## src/rtl/ref_read_sequencer_pkg.sv

```systemverilog
// ref_read_sequencer_pkg: shared accelerator constants, FSM state type and helpers.
//   BEAT_BYTES/PAGE_BYTES size the memory beat and the no-crossing page; DEF_MAX_BURST caps a request.
package ref_read_sequencer_pkg;
    localparam int BEAT_BYTES    = 32;
    localparam int PAGE_BYTES    = 4096;
    localparam int DEF_MAX_BURST = 16;
    localparam int BEAT_SHIFT    = $clog2(BEAT_BYTES);
    localparam int PAGE_SHIFT    = $clog2(PAGE_BYTES);
    typedef enum logic [1:0] {IDLE, ISSUE, DRAIN} state_t;
    function automatic logic [15:0] min16(input logic [15:0] a, input logic [15:0] b);
        return (a < b) ? a : b;
    endfunction
endpackage

```

## src/rtl/ref_read_sequencer_if.sv

```systemverilog
// ref_read_sequencer_if: job, read-request, read-data and engine-data signals of the sequencer.
//   master = sequencer side (issues reads, drives engine data); slave = job source, arbiter, memory and engine.
interface ref_read_sequencer_if #(
    parameter int ADDR_WIDTH = 33,
    parameter int DATA_WIDTH = 256,
    parameter int ID_WIDTH   = 6
);
    logic [ADDR_WIDTH-1:0] job_addr_in;
    logic [15:0]           job_beats_in;
    logic [ID_WIDTH-1:0]   job_id_in;
    logic                  job_valid_in;
    logic                  job_rdy_out;
    logic [ID_WIDTH-1:0]   rd_id_out;
    logic [ADDR_WIDTH-1:0] rd_addr_out;
    logic [7:0]            rd_len_out;
    logic                  rd_info_valid_out;
    logic                  rd_info_rdy_in;
    logic [DATA_WIDTH-1:0] rd_data_in;
    logic                  rd_data_valid_in;
    logic                  rd_data_rdy_out;
    logic [DATA_WIDTH-1:0] data_out;
    logic                  data_valid_out;
    logic                  data_last_out;
    logic                  data_rdy_in;
    logic                  done_out;
    modport master (
        input  job_addr_in, job_beats_in, job_id_in, job_valid_in, rd_info_rdy_in,
               rd_data_in, rd_data_valid_in, data_rdy_in,
        output job_rdy_out, rd_id_out, rd_addr_out, rd_len_out, rd_info_valid_out,
               rd_data_rdy_out, data_out, data_valid_out, data_last_out, done_out
    );
    modport slave (
        output job_addr_in, job_beats_in, job_id_in, job_valid_in, rd_info_rdy_in,
               rd_data_in, rd_data_valid_in, data_rdy_in,
        input  job_rdy_out, rd_id_out, rd_addr_out, rd_len_out, rd_info_valid_out,
               rd_data_rdy_out, data_out, data_valid_out, data_last_out, done_out
    );
endinterface

```

## src/rtl/ref_read_sequencer_burst_len_calc.sv

```systemverilog
// burst_len_calc: combinational burst size = min(remaining, MAX_BURST, beats left in the 4 KB page).
//   addr_i: beat index within the current page; rem_i: beats left in the job; burst_o: beats to request.
module burst_len_calc
    import ref_read_sequencer_pkg::*;
#(
    parameter int MAX_BURST = DEF_MAX_BURST
) (
    input  logic [PAGE_SHIFT-BEAT_SHIFT-1:0] addr_i,
    input  logic [15:0]                      rem_i,
    output logic [15:0]                      burst_o
);
    logic [15:0] page_left;
    assign page_left = 16'(PAGE_BYTES >> BEAT_SHIFT) - 16'(addr_i);
    assign burst_o   = min16(min16(rem_i, 16'(MAX_BURST)), page_left);
endmodule

```

## src/rtl/ref_read_sequencer.sv

```systemverilog
// ref_read_sequencer: splits a job into page-safe read bursts, bounds outstanding beats, streams data to the engine.
//   clk/rst: clock and synchronous active-high reset; bus: master modport carrying job, request, read-data and engine ports.
module ref_read_sequencer
    import ref_read_sequencer_pkg::*;
#(
    parameter int ADDR_WIDTH      = 33,
    parameter int DATA_WIDTH      = 256,
    parameter int ID_WIDTH        = 6,
    parameter int MAX_BURST       = DEF_MAX_BURST,
    parameter int MAX_OUTSTANDING = 64
) (
    input logic                  clk,
    input logic                  rst,
    ref_read_sequencer_if.master bus
);
    state_t                state_q;
    logic [ADDR_WIDTH-1:0] addr_q, rd_addr_q;
    logic [15:0]           rem_q, beats_q, out_q, cnt_q, burst_q;
    logic [15:0]           burst, out_d, cnt_d, cnt_nx;
    logic [ID_WIDTH-1:0]   id_q;
    logic [7:0]            len_q;
    logic                  valid_q, done_q, busy, dvalid, beat, issue_hs, fits;
    burst_len_calc #(.MAX_BURST(MAX_BURST)) u_calc (
        .addr_i (addr_q[PAGE_SHIFT-1:BEAT_SHIFT]),
        .rem_i  (rem_q),
        .burst_o(burst)
    );
    assign busy     = state_q != IDLE;
    assign dvalid   = busy & bus.rd_data_valid_in;
    assign beat     = dvalid & bus.data_rdy_in;
    assign issue_hs = valid_q & bus.rd_info_rdy_in;
    assign fits     = ({1'b0, out_q} + {1'b0, burst}) <= 17'(MAX_OUTSTANDING);
    assign cnt_nx   = cnt_q + 16'd1;
    // Issue and delivery in the same cycle net out to burst - 1.
    assign out_d    = out_q + (issue_hs ? burst_q : 16'd0) - (beat ? 16'd1 : 16'd0);
    assign cnt_d    = beat ? cnt_nx : cnt_q;
    assign bus.job_rdy_out       = state_q == IDLE;
    assign bus.rd_id_out         = id_q;
    assign bus.rd_addr_out       = rd_addr_q;
    assign bus.rd_len_out        = len_q;
    assign bus.rd_info_valid_out = valid_q;
    assign bus.rd_data_rdy_out   = busy & bus.data_rdy_in;
    assign bus.data_out          = busy ? bus.rd_data_in : {DATA_WIDTH{1'b0}};
    assign bus.data_valid_out    = dvalid;
    assign bus.data_last_out     = dvalid & (cnt_nx == beats_q);
    assign bus.done_out          = done_q;
    always_ff @(posedge clk) begin
        if (rst) begin
            state_q   <= IDLE;
            addr_q    <= '0;
            rd_addr_q <= '0;
            rem_q     <= '0;
            beats_q   <= '0;
            out_q     <= '0;
            cnt_q     <= '0;
            burst_q   <= '0;
            id_q      <= '0;
            len_q     <= '0;
            valid_q   <= 1'b0;
            done_q    <= 1'b0;
        end else begin
            done_q <= 1'b0;
            out_q  <= out_d;
            cnt_q  <= cnt_d;
            case (state_q)
                IDLE: if (bus.job_valid_in) begin
                    addr_q  <= bus.job_addr_in;
                    rem_q   <= bus.job_beats_in;
                    beats_q <= bus.job_beats_in;
                    id_q    <= bus.job_id_in;
                    cnt_q   <= '0;
                    done_q  <= bus.job_beats_in == 16'd0;
                    state_q <= (bus.job_beats_in == 16'd0) ? IDLE : ISSUE;
                end
                ISSUE: if (issue_hs) begin
                    valid_q <= 1'b0;
                    addr_q  <= addr_q + (ADDR_WIDTH'(burst_q) << BEAT_SHIFT);
                    rem_q   <= rem_q - burst_q;
                    state_q <= (rem_q == burst_q) ? DRAIN : ISSUE;
                end else if (!valid_q && fits) begin
                    // Payload is frozen here and held until the arbiter accepts it.
                    valid_q   <= 1'b1;
                    rd_addr_q <= addr_q;
                    len_q     <= 8'(burst - 16'd1);
                    burst_q   <= burst;
                end
                DRAIN: if (beat && cnt_nx == beats_q) begin
                    done_q  <= 1'b1;
                    state_q <= IDLE;
                end
                default: state_q <= IDLE;
            endcase
        end
    end
endmodule
```

## src/flat_wrapper.sv

```systemverilog
// flat-port wrapper written by rule: the top's interface ports become plain ports
module ref_read_sequencer_flat import ref_read_sequencer_pkg::*;
#(
    parameter int ADDR_WIDTH      = 33,
    parameter int DATA_WIDTH      = 256,
    parameter int ID_WIDTH        = 6,
    parameter int MAX_BURST       = DEF_MAX_BURST,
    parameter int MAX_OUTSTANDING = 64
)
  (clk, rst, bus_job_addr_in, bus_job_beats_in, bus_job_id_in, bus_job_valid_in, bus_rd_info_rdy_in, bus_rd_data_in, bus_rd_data_valid_in, bus_data_rdy_in, bus_job_rdy_out, bus_rd_id_out, bus_rd_addr_out, bus_rd_len_out, bus_rd_info_valid_out, bus_rd_data_rdy_out, bus_data_out, bus_data_valid_out, bus_data_last_out, bus_done_out);
  ref_read_sequencer_if #(.ADDR_WIDTH(ADDR_WIDTH), .DATA_WIDTH(DATA_WIDTH), .ID_WIDTH(ID_WIDTH)) bus_i ();
  input logic clk;
  input logic rst;
  input wire logic [$bits(bus_i.job_addr_in)-1:0] bus_job_addr_in;
  input wire logic [$bits(bus_i.job_beats_in)-1:0] bus_job_beats_in;
  input wire logic [$bits(bus_i.job_id_in)-1:0] bus_job_id_in;
  input wire logic [$bits(bus_i.job_valid_in)-1:0] bus_job_valid_in;
  input wire logic [$bits(bus_i.rd_info_rdy_in)-1:0] bus_rd_info_rdy_in;
  input wire logic [$bits(bus_i.rd_data_in)-1:0] bus_rd_data_in;
  input wire logic [$bits(bus_i.rd_data_valid_in)-1:0] bus_rd_data_valid_in;
  input wire logic [$bits(bus_i.data_rdy_in)-1:0] bus_data_rdy_in;
  output wire logic [$bits(bus_i.job_rdy_out)-1:0] bus_job_rdy_out;
  output wire logic [$bits(bus_i.rd_id_out)-1:0] bus_rd_id_out;
  output wire logic [$bits(bus_i.rd_addr_out)-1:0] bus_rd_addr_out;
  output wire logic [$bits(bus_i.rd_len_out)-1:0] bus_rd_len_out;
  output wire logic [$bits(bus_i.rd_info_valid_out)-1:0] bus_rd_info_valid_out;
  output wire logic [$bits(bus_i.rd_data_rdy_out)-1:0] bus_rd_data_rdy_out;
  output wire logic [$bits(bus_i.data_out)-1:0] bus_data_out;
  output wire logic [$bits(bus_i.data_valid_out)-1:0] bus_data_valid_out;
  output wire logic [$bits(bus_i.data_last_out)-1:0] bus_data_last_out;
  output wire logic [$bits(bus_i.done_out)-1:0] bus_done_out;
  assign bus_i.job_addr_in = bus_job_addr_in;
  assign bus_i.job_beats_in = bus_job_beats_in;
  assign bus_i.job_id_in = bus_job_id_in;
  assign bus_i.job_valid_in = bus_job_valid_in;
  assign bus_i.rd_info_rdy_in = bus_rd_info_rdy_in;
  assign bus_i.rd_data_in = bus_rd_data_in;
  assign bus_i.rd_data_valid_in = bus_rd_data_valid_in;
  assign bus_i.data_rdy_in = bus_data_rdy_in;
  assign bus_job_rdy_out = bus_i.job_rdy_out;
  assign bus_rd_id_out = bus_i.rd_id_out;
  assign bus_rd_addr_out = bus_i.rd_addr_out;
  assign bus_rd_len_out = bus_i.rd_len_out;
  assign bus_rd_info_valid_out = bus_i.rd_info_valid_out;
  assign bus_rd_data_rdy_out = bus_i.rd_data_rdy_out;
  assign bus_data_out = bus_i.data_out;
  assign bus_data_valid_out = bus_i.data_valid_out;
  assign bus_data_last_out = bus_i.data_last_out;
  assign bus_done_out = bus_i.done_out;
  ref_read_sequencer #(.ADDR_WIDTH(ADDR_WIDTH), .DATA_WIDTH(DATA_WIDTH), .ID_WIDTH(ID_WIDTH), .MAX_BURST(MAX_BURST), .MAX_OUTSTANDING(MAX_OUTSTANDING)) u_core (.clk(clk), .rst(rst), .bus(bus_i));
endmodule
```

## config.mk

```make
export PLATFORM = sky130hd
export DESIGN_NAME = ref_read_sequencer_flat
export DESIGN_NICKNAME = d
export VERILOG_FILES = /design/src/rtl/ref_read_sequencer_pkg.sv /design/src/rtl/ref_read_sequencer_if.sv /design/src/rtl/ref_read_sequencer_burst_len_calc.sv /design/src/rtl/ref_read_sequencer.sv /design/src/flat_wrapper.sv
export SDC_FILE = /design/constraint.sdc
export NUM_CORES = 1
export LEC_CHECK = 0
export ABC_AREA = 1
export BUFFER_PORTS_ARGS = -buffer_cell sky130_fd_sc_hd__buf_2
export CAP_MARGIN = 40
export CORE_AREA = 2 2 240 242
export CTS_BUF_LIST = sky130_fd_sc_hd__clkbuf_2
export CTS_CLUSTER_DIAMETER = 150
export DETAILED_ROUTE_END_ITERATION = 10
export DIE_AREA = 0 0 242 244
export PLACE_DENSITY = 0.51
export RECOVER_POWER = 100
export SYNTH_ARGS = -nofsm -noshare
export SYNTH_HDL_FRONTEND = slang
export SYNTH_SLANG_ARGS = --single-unit
```

## constraint.sdc

```tcl
create_clock -name clk -period 6 [get_ports clk]
set_clock_uncertainty 0.05 [all_clocks]
set_input_delay 0.6 -clock clk [delete_from_list [all_inputs] [get_ports clk]]
set_output_delay 0.6 -clock clk [all_outputs]
set_load 0.05 [all_outputs]
```

## Yosys cells after proc, flatten, opt, wreduce, memory -nomap -nowiden

Index checks and enable logic that the tools add are counted.
W data, S select, Z words.

| operators by class | value |
|---|---|
| $add $sub $neg | 8 |
| magnitude comparators | 3 |
| eq/ne operators | 7 |
| multiplexer cells | 25 |
| bitwise logic cells | 6 |
| reductions and logical operators | 13 |

Operators with widths:

| kind | number |
|---|---|
| $mux W256 | 1 |
| $mux W16 | 8 |
| $mux W33 | 2 |
| $pmux W33 S2 | 1 |
| $add A33 B21 Y33 | 1 |
| $eq A16 B16 Y1 | 2 |
| $pmux W16 S2 | 1 |
| $sub A16 B16 Y16 | 2 |
| $add A16 B16 Y17 | 1 |
| $le A17 B7 Y1 const B | 1 |
| $add A16 B1 Y16 const B | 1 |
| $add A16 B16 Y16 | 1 |
| $logic_not A16 Y1 | 1 |
| $lt A16 B16 Y1 | 1 |
| $lt A16 B5 Y1 const B | 1 |
| $reduce_and A3 Y1 | 3 |
| $sub A8 B7 Y9 const A | 1 |
| $mux W2 | 4 |
| $sub A8 B1 Y8 const B | 1 |
| $mux W1 | 6 |
| $pmux W2 S3 | 1 |
| $reduce_bool A2 Y1 | 3 |
| $and A1 B1 Y1 | 5 |
| $ne A2 B1 Y1 const B | 2 |
| 9 further kinds | 11 |

| word-level totals | value |
|---|---|
| register bits | 164 |
| input bits | 317 |
| output and inout bits | 309 |
| word-level logic and storage cells | 74 |

## Depth between registers and ports, before layout

Gate-level depths: netlist (run 1).

| depth | value |
|---|---|
| depth in word-level cells | 9 |
| mapped depth | 37 |
| gate-level depth less buffers | 37 |

## Modules after synthesis

From an unflattened synthesis (run 1), not the netlist that was laid out.

| unflattened totals | value |
|---|---|
| cell total of the unflattened synthesis | 2548 |
| area total of the unflattened synthesis | 14290.0 µm² |

By module, submodules not included:

| module | times used | cells each | area an instance (µm²) | sequential area each (µm²) |
|---|---|---|---|---|
| ref_read_sequencer | 1 | 2455 | 13754.4 | 3283.1 |
| burst_len_calc | 1 | 93 | 535.5 | 0.0 |

## Worst setup path after synthesis (run 1)

OpenSTA, ideal clock, no wires.

| timing | value |
|---|---|
| path kind | register to register |
| start | reg u_core.addr_q[5] |
| end | reg u_core.len_q[2], in the netlist u_core.bus.rd_len_out[2] |
| library setup time | 0.131 ns |
| arrival | 4.588 ns |
| required time | 5.819 ns |
| path slack | 1.230 ns |
| cell stages (with the launch flop) | 34 |
| buffers on the path | 1 |
| clock period less this slack | 4.770 ns |
| cells stage by stage | dfxtp_1 nor3_1 nand3_1 nor2_1 inv_1 nor2_1 inv_1 ha_1 nand2_1 nor2_1 a211oi_1 nand2_1 nand2_1 nand2_1 inv_1 ha_1 inv_1 fa_1 nand3b_1 nand2_1 nand3_1 nand2_1 nand2_1 nand2_1 nand2_1 nand2_1 nand2_1 nor2_1 nand2_1 nor3_4 inv_2 clkbuf_1 nor3_1 nor3_1 |

| on the way | value |
|---|---|
| longest elaborated chain between the ends | 7 |
| elaborated cells on any way between the ends | 8 |
| those cells by class | add/sub (3); order compare (2); mux (1); reduce/logical (2) |

Ends and longest elaborated chain:

| what | line | RTL |
|---|---|---|
| start, declared | ref_read_sequencer.sv:17 | `logic [ADDR_WIDTH-1:0] addr_q, rd_addr_q;` |
| start signal, assigned | ref_read_sequencer.sv:67 | `addr_q <= bus.job_addr_in;` |
| start signal, assigned | ref_read_sequencer.sv:77 | `addr_q <= addr_q + (ADDR_WIDTH'(burst_q) << BEAT_SHIFT);` |
| $sub A8 B7 Y9 (*) | ref_read_sequencer_burst_len_calc.sv:13 | `assign page_left = 16'(PAGE_BYTES >> BEAT_SHIFT) - 16'(addr_i);` |
| $lt A16 B16 Y1 | ref_read_sequencer_pkg.sv:11 | `return (a < b) ? a : b;` |
| $mux W16 (*) | ref_read_sequencer_pkg.sv:11 |  |
| named net u_core.burst[0] | ref_read_sequencer.sv:19 | `logic [15:0] burst, out_d, cnt_d, cnt_nx;` |
| $add A16 B16 Y17 | ref_read_sequencer.sv:32 | `assign fits = ({1'b0, out_q} + {1'b0, burst}) <= 17'(MAX_OUTSTANDING);` |
| $le A17 B7 Y1 | ref_read_sequencer.sv:32 |  |
| $logic_and A1 B1 Y1 | ref_read_sequencer.sv:80 | `end else if (!valid_q && fits) begin` |
| $reduce_and A3 Y1 (no line) | n/a |  |
| end signal, assigned | ref_read_sequencer.sv:84 | `len_q <= 8'(burst - 16'd1);` |
| end, declared | ref_read_sequencer.sv:21 | `logic [7:0] len_q;` |

The timed path passes the listed nets; every way through them passes the cells marked *.
A chain may end at the register's enable or synchronous reset.

## Worst setup path after layout (run 1)

| timing | value |
|---|---|
| start | reg u_core.state_q[1] |
| end | out bus_job_rdy_out |

| on the way | value |
|---|---|
| longest elaborated chain between the ends | 1 |

Ends and longest elaborated chain:

| what | line | RTL |
|---|---|---|
| start, declared | ref_read_sequencer.sv:16 | `state_t state_q;` |
| start signal, assigned | ref_read_sequencer.sv:73 | `state_q <= (bus.job_beats_in == 16'd0) ? IDLE : ISSUE;` |
| start signal, assigned | ref_read_sequencer.sv:79 | `state_q <= (rem_q == burst_q) ? DRAIN : ISSUE;` |
| $logic_not A2 Y1 | ref_read_sequencer.sv:37 | `assign bus.job_rdy_out = state_q == IDLE;` |
| end, declared | flat_wrapper.sv:22 | `output wire logic [$bits(bus_i.job_rdy_out)-1:0] bus_job_rdy_out;` |

No other way between the ends.

==> results of run 1 <==
per-layer routing:
layer  part of all wire (%)  vias to the layer above
met2                     49                      611
met5                   0.60                        -
met4                    4.5                       82
met1                     38                     7415
li1                       -                     7977
met3                    8.2                      192
cell type report:
class                      instances  share of cell area (%)
inverter                         484                   10.56
clock inverter                    15                  0.8367
tap                              756                   5.501
clock buffer                      17                  0.4948
multi-input combinational       1446                   43.71
antenna                           17                  0.2474
sequential                       164                   19.09
timing repair buffer             689                   19.55
per-stage QoR:
step / setup WS, ns / hold WS [ns] / total power (W) / instance area, µm² / cells
after detailed placement: 0.7523 / 0.4195 / 0.004676 / 16870 / 3493
final: 0.6970 / 0.07437 / 0.005280 / 17200 / 3588
after global routing: 0.09564 / 0.04417 / 0.005671 / 17180 / 3580
after global placement: 0.8790 / 0.4092 / 0.004685 / 16840 / 3490
after CTS: 0.6913 / 0.002491 / 0.005351 / 17560 / 3571
after floorplan: 1.230 / 0.3941 / 0.003657 / 12910 / 2174
worst min-delay path by stage:
stage / start / to / depth (start not counted)
3_5_place_dp: u_core.beats_q[9] / u_core.beats_q[9] / 2
3_3_place_gp: u_core.beats_q[13] / u_core.beats_q[13] / 2
2_1_floorplan: u_core.beats_q[13] / u_core.beats_q[13] / 2
4_1_cts: bus_job_addr_in[19] / u_core.addr_q[19] / 5
6_report: bus_job_addr_in[19] / u_core.addr_q[19] / 5
5_1_grt: bus_job_beats_in[14] / u_core.beats_q[14] / 3
power groups by stage:
| stage | sequential [W] | combinational, W | clock, W |
|---|---|---|---|
| 2_1_floorplan | 0.00130 | 0.00235 | 0 |
| 3_3_place_gp | 0.00132 | 0.00336 | 0 |
| 3_5_place_dp | 0.00132 | 0.00335 | 0 |
| 4_1_cts | 0.00130 | 0.00339 | 0.000656 |
| 5_1_grt | 0.00131 | 0.00366 | 0.000693 |
| 6_report | 0.00130 | 0.00334 | 0.000641 |
kinds of logic after synthesis:
group | synth area share, %
simple gates | 28.35
fa+ha+maj | 9.464
flops | 25.50
other cells | 0.02912
xor+xnor | 3.984
buf+inv | 16.50
compound gates | 16.18
registers in the layout (all words and copies together), names as in the netlist:
name	cells
u_core.state_q	2
u_core.beats_q	16
u_core.out_q	16
u_core.bus.rd_len_out	8
u_core.bus.rd_info_valid_out	1
u_core.rem_q	16
u_core.burst_q	16
u_core.bus.rd_id_out	6
u_core.bus.done_out	1
u_core.addr_q	33
u_core.cnt_q	16
u_core.bus.rd_addr_out	33
worst max-delay path, delay by kind of cell (launching register included):
family | cells | cell delay, ns
DFF | 1 | 0.40
and+or+nand+nor | 1 | 0.14
buffers and inverters | 3 | 3.26
cell usage after synthesis:
library cell  number
a211oi_1          27
a21boi_0           3
a21o_1             7
a21oi_1          153
a221oi_1           6
a311oi_1           1
a31oi_1            3
and2_1             1
and3_1             1
buf_1              8
buf_2              6
clkbuf_1          66
clkinv_1           2
conb_1             1
dfxtp_1          164
fa_1               4
ha_1              91
inv_1            480
inv_2              2
nand2_1          295
nand3_1           82
nand3b_1          10
nand4_1           15
nor2_1           469
nor3_1            20
nor3_4             1
nor4_1             9
o2111ai_1          1
o211ai_1           9
o21a_1             5
o21ai_0          128
o21ai_1           20
o21bai_1           7
o221ai_1           2
o22ai_1            2
o31ai_1            3
or2_2              3
xnor2_1           24
xnor3_1            1
xor2_1            32
==> impl_metrics.yaml, run 1 <==
finish:
  post-route-util_pct: 30.62
  drive_above_1_share_pct: 13.53
  final_common_cell: "inv_1"
  area_growth_syn_to_layout_pct: 33.54
  layout.nets: 3214
  n_fill_cell: 6760
  final_cell_mix: "479 x inv_1, 467 x nor2_1, 318 x buf_2"
  multiInputGateArea_um2: 7517
  seq_area_um2: 3283
worst_setup_path:
  cp-start-kind: "flop"
  rr_startpoint: "u_core.addr_q[7]"
  worstSetupPathType: "reg -> out"
  cp_max_fo: 85
  worst_ep_required_time_ns: 5.35
  startpoint: "u_core.state_q[1]"
  r2r_cells: 33
  cp_cell_sequence: "nor2_1 -> clkbuf_1 -> clkbuf_4 -> clkbuf_1"
  r2r_slack_ns: 0.71
  r2r_end: "u_core.burst_q[7]"
  cp-end-kind: "output port"
  endpoint: "bus_job_rdy_out"
  slowest_delay_ns: 1.64
  critical_path_arrival_ns: 4.65
  path_common_cell: "clkbuf_1"
  cp_slowest_cell: "clkbuf_1"
timing:
  hold_viol: 0
  max_freq_mhz: 188.6
  setup_tns_ns: 0
  rsz0062_at_grt: "false"
  finalSetupViolCount: 0
  fin_crit_ns: 5.303
  worst-slew-pin-transition_ns: 2.285
  fin_crit_sh_pct: 88.38
  slew_headroom_pct: -52.36
  drv_slew: 50
cts:
  post_cts_buffers: 0
  cts_sinks: 164
  cts_max_level: 4
  hold_buffers: 46
  cts_root_buf: "clkbuf_2"
  clockBufferDepth: 2
  cts_tree: "yes"
  clk_latency_ns: 0.86
  cts_buffers: 17
  ctsResizeCount: 0
  clk_pin_slew_ns: 0.26
power_and_ir_drop:
  p_comb_share_pct: 63.2
  p_leak_nw: 9.065
  clockPowerShare_pct: 12.1
  p_per_area_nw_per_um2: 307.0
  p_int_w: 0.002264
  p_seq_share_pct: 24.7
  switching_share_pct: 57.11
  p_switching_w: 0.003016
  ir_drop_mv: 0.1423
global_route:
  grt_pass1_vias: 15614
  top_usage_layer: "met2"
  grt_util_met2_pct: 51.47
  use_met3_pct: 10.03
  grt_max_degree: 128
  grt_pass1_wl_um: 119800
  antenna_found_initial: 76
  grt_use_total_pct: 28.69
  overflow: 0
  use_met1_pct: 30.91
floorplan:
  die_w_um: 242
  ios: 626
  core_um2: 56170
  initial_core_util_pct: 22.93
  die_y_um: 244
  std_cell_rows: 87
  die-area_um2: 59050
route:
  via_per_inst: 4.537
  num_vias: 16277
  drt_iter0_markers: 921
  drtPass1Iterations: 8
  drc: 0
  wire_per_inst_um: 24.30
  routed_wl_um: 87190
  drt.antenna.violating_nets: 0
yosys:
  synth_top_area_share_pct: 25.50
  synth_top_area_cell: "dfxtp_1"
  ys_warn_count: 0
  syn_inst: 2164
  yosysSeqAreaShare_pct: 25.50
  synth_area_um2: 12880
  synthTopCellsByArea: "dfxtp_1 25%, inv_1 14%, nor2_1 14%"
  syn_area_per_cell_um2: 5.951
  synth_cell_types: 40
  ys_ff_latch: 164
flow_run:
  maxCapViolCount: 1
status:
  violations: "capacitance limit, slew limit"
  status: "finished, violations left"
placed_design:
  numPortBuffers: 625
  place.gp.congestion: 0.9598
  dpl.hpwl_um: 76120
worst_hold_path:
  hold_path_class: "in -> reg"
No activity file was read; power rests on OpenSTA's default activity.
==> inputs of run 2 (changes only) <==
--- a/config.mk
+++ b/config.mk
@@ -15,6 +15,7 @@
 export DIE_AREA = 0 0 242 244
 export PLACE_DENSITY = 0.51
 export RECOVER_POWER = 100
+export REMOVE_ABC_BUFFERS = 1
 export SYNTH_ARGS = -nofsm -noshare
 export SYNTH_HDL_FRONTEND = slang
 export SYNTH_SLANG_ARGS = --single-unit
==> impl_metrics.yaml, run 2 (synthesized netlist as in run 1, its figures left out) <==
floorplan:
  die_w_um: 242
  std_cell_rows: 87
  die-area_um2: 59050
  die_y_um: 244
  core_um2: 56170
  ios: 626
  initial_core_util_pct: 22.93
timing:
  finalSetupViolCount: 0
  fin_ws_ns: 0.4902
  max_freq_mhz: 181.5
  drv_slew: 201
  fin_crit_ns: 5.510
  slew_headroom_pct: -49.24
  hold_viol: 0
  fin_crit_sh_pct: 91.83
  rsz0062_at_grt: "false"
  worst-slew-pin-transition_ns: 2.239
worst_setup_path:
  cp_max_fo: 200
  worstSetupPathType: "reg -> out"
  cp_slowest_cell: "clkbuf_4"
  path_common_cell: "nor2_1"
  crit_family: "buffers and inverters"
  cp-end-kind: "output port"
  worst_ep_required_time_ns: 5.35
  slowest_delay_ns: 1.71
  critical_path_arrival_ns: 4.86
  cp_cell_sequence: "nor2_1 -> buf_4 -> clkbuf_4 -> nor2_1 -> clkbuf_2"
  cp-start-kind: "flop"
  worst-path-buf-inv: 3
cts:
  cts_max_level: 4
  cts_sinks: 164
  cts_root_buf: "clkbuf_2"
  clk_pin_slew_ns: 0.29
  cts_buffers: 17
  clockBufferDepth: 2
  post_cts_buffers: 0
  clk_latency_ns: 0.86
  cts_tree: "yes"
placed_design:
  dpl.hpwl_um: 67680
  place.gp.congestion: 1.055
  numPortBuffers: 625
  post-place-ws_ns: 0.4332
  dp_cells: 3490
route:
  num_vias: 15955
  dr_wl_met2_um: 35660
  wire_per_inst_um: 21.99
  drt.antenna.violating_nets: 0
  top_layer: "met5"
  routed_wl_um: 78830
  wl_met3_um: 5426
  drc: 0
  wl_met1_um: 36460
  via_per_inst: 4.450
  drt_iter0_markers: 1268
  drtPass1Iterations: 5
power_and_ir_drop:
  ir_drop_mv: 0.1351
  p_leak_nw: 9.036
  p_per_area_nw_per_um2: 302.9
finish:
  layout.nets: 3212
  drive_above_1_share_pct: 13.44
  stdcell_count: 3585
  n_fill_cell: 6790
  area_growth_syn_to_layout_pct: 33.25
  final_common_cell: "inv_1"
  final_cell_mix: "479 x inv_1, 467 x nor2_1, 317 x buf_2"
  post-route-util_pct: 30.55
worst_hold_path:
  hold_path_class: "in -> reg"
global_route:
  overflow: 0
  grt_use_total_pct: 25.74
  grt_pass1_vias: 14994
  antenna_found_initial: 30
  grt_max_degree: 201
  grt_pass1_wl_um: 110000
status:
  status: "finished, violations left"
  violations: "capacitance limit, slew limit"
flow_run:
  maxCapViolCount: 1
run 2: changes by cell type in the layout (fill, tap and decap cells not counted), moves of 2 or more:
cell	before	now
clkinv_4	4	1
clkinvlp_4	0	2
inv_8	2	0
o21ai_0	148	146
o21ai_1	0	2
run 2: timing repair:
item / 4_1_cts / 5_1_grt
endpoints found under the hold margin: 54 / 0
hold buffers: 47 / 0
gates resized for setup: 0 / 2
setup endpoints to repair: 0 / 45
run 2: area by class of cell:
class                      count  area [µm²]  area share [%]
clock inverter                14       123.9          0.7219
multi-input combinational   1446        7522           43.84
sequential                   164        3283           19.13
antenna                       16       40.04          0.2333
clock buffer                  18       90.09          0.5250
timing repair buffer         687        3337           19.45
inverter                     484        1817           10.59
tap                          756       945.9           5.513
run 2: path summary, 6_finish.rpt:
check | slack (ns) | startpoint | end | cells after the start
worst max-delay path | 0.49 | u_core.state_q[1] | bus_data_out[233] | 5
worst min register to register | 0.45 | u_core.beats_q[13] | u_core.beats_q[13] | 2
worst min-delay path | 0.09 | bus_job_addr_in[16] | u_core.addr_q[16] | 5
worst max register to register | 0.63 | u_core.addr_q[5] | u_core.bus.rd_addr_out[32] | 32
run 2: where the power goes:
part	internal, W	switching (W)	leakage [nW]
combinational	0.000897	0.00238	7.56
clock	0.000157	0.000464	0.132
sequential	0.00120	0.0000944	1.34
total	0.00226	0.00294	9.04
run 2: metal layers:
layer | global-route usage (%) | vias up
li1 | - | 7968
met1 | 35.14 | 7327
met2 | 42.23 | 583
met3 | 5.795 | 67
met4 | 3.631 | 10
met5 | 0 | -
run 2: metrics by stage:
step / setup TNS (ns) / hold slack, ns / cell area (µm²) / total power (W)
5_1_grt: 0 / 0.01283 / 17140 / 0.005608
3_3_place_gp: 0 / 0.4132 / 16800 / 0.004590
2_1_floorplan: -2504.90 / 0.3963 / 12610 / 0.003659
3_5_place_dp: 0 / 0.4183 / 16840 / 0.004586
6_report: 0 / 0.08928 / 17160 / 0.005197
4_1_cts: 0 / 0.005267 / 17530 / 0.005243
run 2: worst min-delay path, delay by kind of cell:
| kind | cells | cell delay (ns) |
|---|---|---|
| AO/OA/AOI/OAI | 2 | 0.15 |
| buffers and inverters | 2 | 0.14 |
| AND/OR/NAND/NOR | 1 | 0.06 |
